`src/rtl/cnn_seq_if.sv`:
```
// Command and result-stream bundle between the CNN host and the layer sequencer.
// The host side uses the master modport, the sequencer the slave modport.
interface cnn_seq_if #(
    parameter int WIDTH = 16,
    parameter int COL   = 32,
    parameter int NF_W  = 6
);
    localparam int CW = (COL > 1) ? $clog2(COL) : 1;

    logic             cmd_valid;
    logic             cmd_ready;
    logic [2:0]       cmd_op;
    logic [4:0]       cmd_wdim;
    logic [NF_W-1:0]  cmd_nfilt;
    logic [WIDTH-1:0] out_data;
    logic [CW-1:0]    out_col;
    logic             out_last;
    logic             out_valid;
    logic             out_ready;

    modport master (
        output cmd_valid, cmd_op, cmd_wdim, cmd_nfilt, out_ready,
        input  cmd_ready, out_data, out_col, out_last, out_valid
    );

    modport slave (
        input  cmd_valid, cmd_op, cmd_wdim, cmd_nfilt, out_ready,
        output cmd_ready, out_data, out_col, out_last, out_valid
    );
endinterface

```
`src/rtl/cnn_layer_seq.sv`:
```
// Command-driven layer sequencer: weight load, mapping, convolution, optional pooling, result drain.
// Optional per-phase watchdog enabled by defining CNN_SEQ_TIMEOUT_EN.
module cnn_layer_seq #(
    parameter int WIDTH       = 16,
    parameter int COL         = 32,
    parameter int NF_W        = 6,
    parameter int TIMEOUT_CYC = 4096
) (
    input  logic                 clk,
    input  logic                 nrst,
    cnn_seq_if.slave             bus,
    output logic [4:0]           wdim,
    output logic                 wload_en,
    input  logic                 wload_done,
    output logic                 map_start,
    input  logic                 map_done,
    output logic                 conv_ce,
    input  logic                 conv_done,
    output logic                 pool_start,
    input  logic                 pool_done,
    input  logic [COL*WIDTH-1:0] sys_data,
    input  logic [COL*WIDTH-1:0] pool_data,
    output logic                 busy,
    output logic                 done,
    output logic                 err
);
    localparam int CW = (COL > 1) ? $clog2(COL) : 1;

    localparam logic [2:0] OP_CONV      = 3'b001;
    localparam logic [2:0] OP_POOL      = 3'b010;
    localparam logic [2:0] OP_CONV_POOL = 3'b011;

    typedef enum logic [2:0] {
        S_IDLE, S_WLOAD, S_MAP, S_CONV, S_POOL, S_DRAIN
    } state_t;

    state_t           r_state, w_next;
    logic             r_first;
    logic [2:0]       r_op;
    logic [4:0]       r_wdim;
    logic [NF_W-1:0]  r_nfilt;
    logic [NF_W-1:0]  r_pass;
    logic [CW-1:0]    r_col;
    logic             r_done;
    logic             r_err;
    logic [WIDTH-1:0] r_buf [COL];

    logic w_hs, w_illegal, w_acc, w_col_last, w_pass_last, w_finish;
    logic w_cap_sys, w_cap_pool, w_phase_done, w_tmo;

    function automatic logic f_illegal(input logic [2:0] op);
        return !(op == OP_CONV || op == OP_POOL || op == OP_CONV_POOL);
    endfunction

    assign w_hs        = bus.cmd_valid && (r_state == S_IDLE);
    assign w_illegal   = f_illegal(bus.cmd_op);
    assign w_acc       = (r_state == S_DRAIN) && bus.out_ready;
    assign w_col_last  = (r_col == CW'(COL - 1));
    assign w_pass_last = (r_pass == NF_W'(r_nfilt - 1'b1));
    assign w_finish    = w_acc && w_col_last && w_pass_last;

    assign w_phase_done = ((r_state == S_WLOAD) && wload_done) ||
                          ((r_state == S_MAP)   && map_done)   ||
                          ((r_state == S_CONV)  && conv_done)  ||
                          ((r_state == S_POOL)  && pool_done);

`ifdef CNN_SEQ_TIMEOUT_EN
    localparam int PH_W = $clog2(TIMEOUT_CYC + 1);

    logic [PH_W-1:0] r_ph;
    logic            r_sticky;
    logic            w_in_phase;

    assign w_in_phase = (r_state == S_WLOAD) || (r_state == S_MAP) ||
                        (r_state == S_CONV)  || (r_state == S_POOL);
    // A phase done landing on the final watchdog cycle still wins.
    assign w_tmo = w_in_phase && !w_phase_done && (r_ph == PH_W'(TIMEOUT_CYC - 1));

    always_ff @(posedge clk) begin
        if (!nrst) begin
            r_ph     <= '0;
            r_sticky <= 1'b0;
        end else begin
            if (w_next != r_state)
                r_ph <= '0;
            else if (w_in_phase)
                r_ph <= r_ph + 1'b1;
            r_sticky <= w_tmo || (r_sticky && !w_hs);
        end
    end
`else
    assign w_tmo = 1'b0;
`endif

    always_comb begin
        w_next     = r_state;
        w_cap_sys  = 1'b0;
        w_cap_pool = 1'b0;
        case (r_state)
            S_IDLE: begin
                if (w_hs && !w_illegal)
                    w_next = (bus.cmd_op == OP_POOL) ? S_MAP : S_WLOAD;
            end
            S_WLOAD: begin
                if (wload_done)
                    w_next = S_MAP;
            end
            S_MAP: begin
                if (map_done)
                    w_next = (r_op == OP_POOL) ? S_POOL : S_CONV;
            end
            S_CONV: begin
                if (conv_done) begin
                    if (r_op == OP_CONV_POOL) begin
                        w_next = S_POOL;
                    end else begin
                        w_cap_sys = 1'b1;
                        w_next    = S_DRAIN;
                    end
                end
            end
            S_POOL: begin
                if (pool_done) begin
                    w_cap_pool = 1'b1;
                    w_next     = S_DRAIN;
                end
            end
            S_DRAIN: begin
                if (w_acc && w_col_last) begin
                    if (w_pass_last)
                        w_next = S_IDLE;
                    else
                        w_next = (r_op == OP_POOL) ? S_MAP : S_WLOAD;
                end
            end
            default: w_next = S_IDLE;
        endcase
        if (w_tmo)
            w_next = S_IDLE;
    end

    always_ff @(posedge clk) begin
        if (!nrst) begin
            r_state <= S_IDLE;
            r_first <= 1'b0;
            r_op    <= '0;
            r_wdim  <= '0;
            r_nfilt <= '0;
            r_pass  <= '0;
            r_col   <= '0;
            r_done  <= 1'b0;
            r_err   <= 1'b0;
            for (int k = 0; k < COL; k++)
                r_buf[k] <= '0;
        end else begin
            r_state <= w_next;
            // Marks the first cycle after any state change for the start strobes.
            r_first <= (w_next != r_state);
            r_done  <= w_finish;
`ifdef CNN_SEQ_TIMEOUT_EN
            r_err   <= w_tmo || (w_hs ? w_illegal : (r_err && r_sticky));
`else
            r_err   <= w_hs && w_illegal;
`endif
            if (w_hs) begin
                r_op    <= bus.cmd_op;
                r_wdim  <= bus.cmd_wdim;
                r_nfilt <= (bus.cmd_nfilt == '0) ? NF_W'(1) : bus.cmd_nfilt;
                r_pass  <= '0;
                r_col   <= '0;
            end
            if (w_acc) begin
                r_col <= w_col_last ? '0 : r_col + 1'b1;
                if (w_col_last && !w_pass_last)
                    r_pass <= r_pass + 1'b1;
            end
            for (int k = 0; k < COL; k++) begin
                if (w_cap_sys)
                    r_buf[k] <= sys_data[k*WIDTH +: WIDTH];
                else if (w_cap_pool)
                    r_buf[k] <= pool_data[k*WIDTH +: WIDTH];
            end
        end
    end

    assign bus.cmd_ready = (r_state == S_IDLE);
    assign bus.out_valid = (r_state == S_DRAIN);
    assign bus.out_data  = (r_state == S_DRAIN) ? r_buf[r_col] : '0;
    assign bus.out_col   = r_col;
    assign bus.out_last  = (r_state == S_DRAIN) && w_col_last && w_pass_last;

    assign wdim       = r_wdim;
    assign wload_en   = (r_state == S_WLOAD);
    assign map_start  = (r_state == S_MAP)  && r_first;
    assign conv_ce    = (r_state == S_CONV);
    assign pool_start = (r_state == S_POOL) && r_first;
    assign busy       = (r_state != S_IDLE);
    assign done       = r_done;
    assign err        = r_err;
endmodule

```
`src/flat_wrapper.sv`:
```
// flat-port wrapper written by rule: the top's interface ports become plain ports
module cnn_layer_seq_flat 
#(
    parameter int WIDTH       = 16,
    parameter int COL         = 32,
    parameter int NF_W        = 6,
    parameter int TIMEOUT_CYC = 4096
)
  (clk, nrst, wdim, wload_en, wload_done, map_start, map_done, conv_ce, conv_done, pool_start, pool_done, sys_data, pool_data, busy, done, err, bus_cmd_valid, bus_cmd_op, bus_cmd_wdim, bus_cmd_nfilt, bus_out_ready, bus_cmd_ready, bus_out_data, bus_out_col, bus_out_last, bus_out_valid);
  cnn_seq_if #(.WIDTH(WIDTH), .COL(COL), .NF_W(NF_W)) bus_i ();
  input  logic clk;
  input  logic nrst;
  output logic [4:0] wdim;
  output logic wload_en;
  input  logic wload_done;
  output logic map_start;
  input  logic map_done;
  output logic conv_ce;
  input  logic conv_done;
  output logic pool_start;
  input  logic pool_done;
  input  logic [COL*WIDTH-1:0] sys_data;
  input  logic [COL*WIDTH-1:0] pool_data;
  output logic busy;
  output logic done;
  output logic err;
  input wire logic [$bits(bus_i.cmd_valid)-1:0] bus_cmd_valid;
  input wire logic [$bits(bus_i.cmd_op)-1:0] bus_cmd_op;
  input wire logic [$bits(bus_i.cmd_wdim)-1:0] bus_cmd_wdim;
  input wire logic [$bits(bus_i.cmd_nfilt)-1:0] bus_cmd_nfilt;
  input wire logic [$bits(bus_i.out_ready)-1:0] bus_out_ready;
  output wire logic [$bits(bus_i.cmd_ready)-1:0] bus_cmd_ready;
  output wire logic [$bits(bus_i.out_data)-1:0] bus_out_data;
  output wire logic [$bits(bus_i.out_col)-1:0] bus_out_col;
  output wire logic [$bits(bus_i.out_last)-1:0] bus_out_last;
  output wire logic [$bits(bus_i.out_valid)-1:0] bus_out_valid;
  assign bus_i.cmd_valid = bus_cmd_valid;
  assign bus_i.cmd_op = bus_cmd_op;
  assign bus_i.cmd_wdim = bus_cmd_wdim;
  assign bus_i.cmd_nfilt = bus_cmd_nfilt;
  assign bus_i.out_ready = bus_out_ready;
  assign bus_cmd_ready = bus_i.cmd_ready;
  assign bus_out_data = bus_i.out_data;
  assign bus_out_col = bus_i.out_col;
  assign bus_out_last = bus_i.out_last;
  assign bus_out_valid = bus_i.out_valid;
  cnn_layer_seq #(.WIDTH(WIDTH), .COL(COL), .NF_W(NF_W), .TIMEOUT_CYC(TIMEOUT_CYC)) u_core (.clk(clk), .nrst(nrst), .bus(bus_i), .wdim(wdim), .wload_en(wload_en), .wload_done(wload_done), .map_start(map_start), .map_done(map_done), .conv_ce(conv_ce), .conv_done(conv_done), .pool_start(pool_start), .pool_done(pool_done), .sys_data(sys_data), .pool_data(pool_data), .busy(busy), .done(done), .err(err));
endmodule
```
`config.mk`:
```
export PLATFORM = sky130hd
export DESIGN_NAME = cnn_layer_seq_flat
export DESIGN_NICKNAME = d
export VERILOG_FILES = /design/src/rtl/cnn_seq_if.sv /design/src/rtl/cnn_layer_seq.sv /design/src/flat_wrapper.sv
export SDC_FILE = /design/constraint.sdc
export NUM_CORES = 1
export LEC_CHECK = 0
export BUFFER_PORTS_ARGS = -buffer_cell sky130_fd_sc_hd__buf_2
export CAP_MARGIN = 0
export CORE_AREA = 2 2 418 420
export DETAILED_ROUTE_END_ITERATION = 10
export DIE_AREA = 0 0 420 422
export PLACE_DENSITY = 0.34
export SLEW_MARGIN = 15
export SYNTH_ARGS = -nofsm -noshare
export SYNTH_HDL_FRONTEND = slang
export SYNTH_SLANG_ARGS = --single-unit
export TNS_END_PERCENT = 30
```
`constraint.sdc`:
```
create_clock -name clk -period 25.4 [get_ports clk]
set_clock_uncertainty 0.1 [all_clocks]
set_input_delay 2.54 -clock clk [delete_from_list [all_inputs] [get_ports clk]]
set_output_delay 2.54 -clock clk [all_outputs]
set_load 0.005 [all_outputs]
```
==> flow_summary.toml <==
[status]
outcome = "finished clean"

[synthesis]
synth_fa_ha_area_share_pct = 0.1830
yosys.area_share.simple_pct = 8.512
ys_seq_area_share_pct = 58.87
synth_cells = 2108
yosys.area.top_type = "edfxtp_1"
yosys.area_share.xor_xnor_pct = 0.2242
synth_nets = 3158
synth_top_family_by_area = "compound AO/OA/AOI/OAI gates"
avgSynthCellArea_sq_um = 12.97
syn_area_sq_um = 27340
synth_compound_area_share_pct = 15.17
yosys_warnings = 0
synth_cell_types = 55
synthArstFlopShare_pct = 0
synth_top_area_share_pct = 56.23
ys.flop_type = "edfxtp_1"
ys_ff_latch = 548
synthTopCellsByArea = "edfxtp_1, mux4_2, a22o_1"
synth_mux_area_share_pct = 13.34
synth_edf_count = 512

[global_route]
grt_pass1_vias = 22670
grt_max_degree = 238
grt_pass1_wl_microns = 201900
track_usage_pct = 16.92
antenna_found_initial = 53
overflow = 0

[floorplan]
coreArea_sq_um = 172900
pin_count = 1082
dieWidth_microns = 420
initial_core_util_pct = 15.82
die_h_microns = 422
rows = 153
die-area_sq_um = 177200

[drt]
via_count = 22440
route.detailed.wl_per_inst_microns = 28.38
drcViolationCount = 0
antenna_left = 0
via_per_inst = 4.084
dr.first_iter.drc_count = 1819
postRouteWirelength_microns = 155900
drt-pass1-iter-count = 5

[finish]
layout.area.seq_sq_um = 16110
multi_input_area_sq_um = 10250
nFillCells = 18810
final_util_pct = 21.59
fin_nets = 4158
drive_above_1_share_pct = 43.22
syn2layout_area_growth_pct = 36.51

[clock_tree]
cts_setup_buffers = 0
clk_transition_reported_paths_ns = 0.06
cts_max_path_buffers = 3
numCtsBuffers = 72
cts_sinks = 548
clk_latency_ns = 0.65
postCtsResizedCells = 0
root_buffer = "clkbuf_16"
h-tree-depth = 3
cts_hold_buffers = 0
cts_tree = "done"

[timing]
fin_setup_tns_ns = 0
worst_pin_slew_ns = 1.128
grt_setup_unrepaired = "no"
hold_viol = 0
fmax_mhz = 130.5
min_period_ns = 7.663
fin_crit_sh_pct = 30.17
slew_headroom_pct = 24.81
fin_hold_ws_ns = 0.3522
maxSlewViolCount = 0
finalSetupViolCount = 0

[power_and_ir_drop]
leakage_nw = 14.40
clkPwrFrac_pct = 44.9
ir_drop_mv = 0.03263
p_switching_mw = 0.5633
seq_power_share_pct = 46.6
power_mw = 2.285
internal_power_mw = 1.721
p_per_area_nw_per_um2 = 61.21
combinationalPowerShare_pct = 8.5
swShare_pct = 24.66

[worst_setup_path]
critPathMaxFanout = 36
crit_arrival_ns = 5.02
cp.required_ns = 22.76
worstSetupEndpointType = "output pin"
worstSetupPathType = "reg -> out"
crit_path_start_kind = "flop"

[placement]
place.gp.congestion = 0.9202
port_buffers = 1081
dp_hpwl_microns = 125000

[job]
drv_cap = 0

[hold_path]
hold_path_class = "reg -> reg"
-- cell families (layout without fill, tap and decap cells) --
| group | count (synthesis) | after routing |
|---|---|---|
| xor+xnor | 7 | 7 |
| simple gates | 579 | 579 |
| mux | 181 | 181 |
| fa+ha+maj | 4 | 4 |
| compound gates | 595 | 595 |
| flops | 548 | 548 |
| other cells | 0 | 7 |
| buf+inv | 194 | 1249 |
-- cell usage in the layout, fill, tap and decap left out, types with 7 or more instances in the layout --
cell type     n
o21ai_0       7
edfxtp_1    512
diode_2       7
buf_4        29
mux2i_1      37
a22o_1      288
a211oi_1     16
buf_2      1080
clkinv_1     12
dfxtp_1      32
nor2b_1       7
a21oi_1      29
clkbuf_16    74
mux4_1        9
nand3_1      15
mux4_2      135
nand2_1     502
clkinv_2     15
o21ai_1     241
clkbuf_1     11
nor2_1       15
-- worst max-delay path, cell delays in order, from the launching register on --
cell      delay, ns
dfxtp_4        0.77
buf_4          0.54
buf_4          0.68
mux4_1         0.67
mux4_2         0.47
o21ai_1        0.59
a211oi_1       0.30
buf_2          0.25
-- flip-flops by register name, indices dropped and copies added, names as in the netlist, 3 cells and up, named ones only --
signal and count:
u_core.r_buf 512, u_core.r_pass 6, u_core.r_nfilt 6, u_core.r_state 3, u_core.bus.out_col 5, u_core.r_op 3, u_core.wdim 5
-- power by group through the flow --
stage / registers [mW] / clock network, mW / logic, mW
after floorplan: 1.09 / 0 / 0.0659
after global placement: 1.09 / 0 / 0.199
after detailed placement: 1.08 / 0 / 0.199
after CTS: 1.06 / 1.06 / 0.199
after global routing: 1.07 / 1.09 / 0.213
final: 1.06 / 1.03 / 0.195
-- cell usage after synthesis (5+ instances only) --
cell type  instances
buf_6              5
nand3_1           16
nand2_1          502
mux4_2           135
edfxtp_1         512
nor2b_1            7
o21ai_1          241
mux4_1             9
and3_1             6
buf_1             13
nor3_1             6
clkbuf_1          56
o21ai_0            7
dfxtp_1           36
buf_4             24
buf_2             83
mux2i_1           37
a21oi_1           29
a211oi_1          16
nand2b_1           5
a22o_1           288
nor2_1            16
-- final timing paths --
kind                                   startpoint             endpoint  slack [ns]  depth (start not counted)
worst max-delay path                         flop      bus_out_data[3]       17.74                          7
worst min-delay path               u_core.wdim[3]       u_core.wdim[3]        0.35                          2
worst max register to register  u_core.r_state[0]  u_core.r_buf[15][8]       20.41                          7
worst min register to register     u_core.wdim[3]       u_core.wdim[3]        0.35                          2
-- per-stage QoR --
step	area (sq um)	worst slack (ns)	std cells
after global routing	37320	17.28	5492
after floorplan	27340	6.268	2108
after CTS	37310	17.35	5488
after detailed placement	34990	18.10	5359
final	37320	17.74	5495
after global placement	34990	18.15	5359
-- metal layers --
metal	global-route usage, %	vias to the layer above	share of wire, %
met4	2.668	32	1.3
li1	-	10200	-
met2	29.73	743	51
met5	0	-	0.14
met1	21.60	11320	42
met3	3.346	148	5.1
-- layout make-up --
class                   count  area share (%)
diodes                      7         0.04693
clock buffers              85           5.072
clock inverters            44           1.130
inverters                   7         0.07040
multi-input cells        1366           27.47
flip-flops and latches    548           43.16
well taps                2325           7.794
repair buffers           1113           15.26
(Power assumes the default switching activity.)
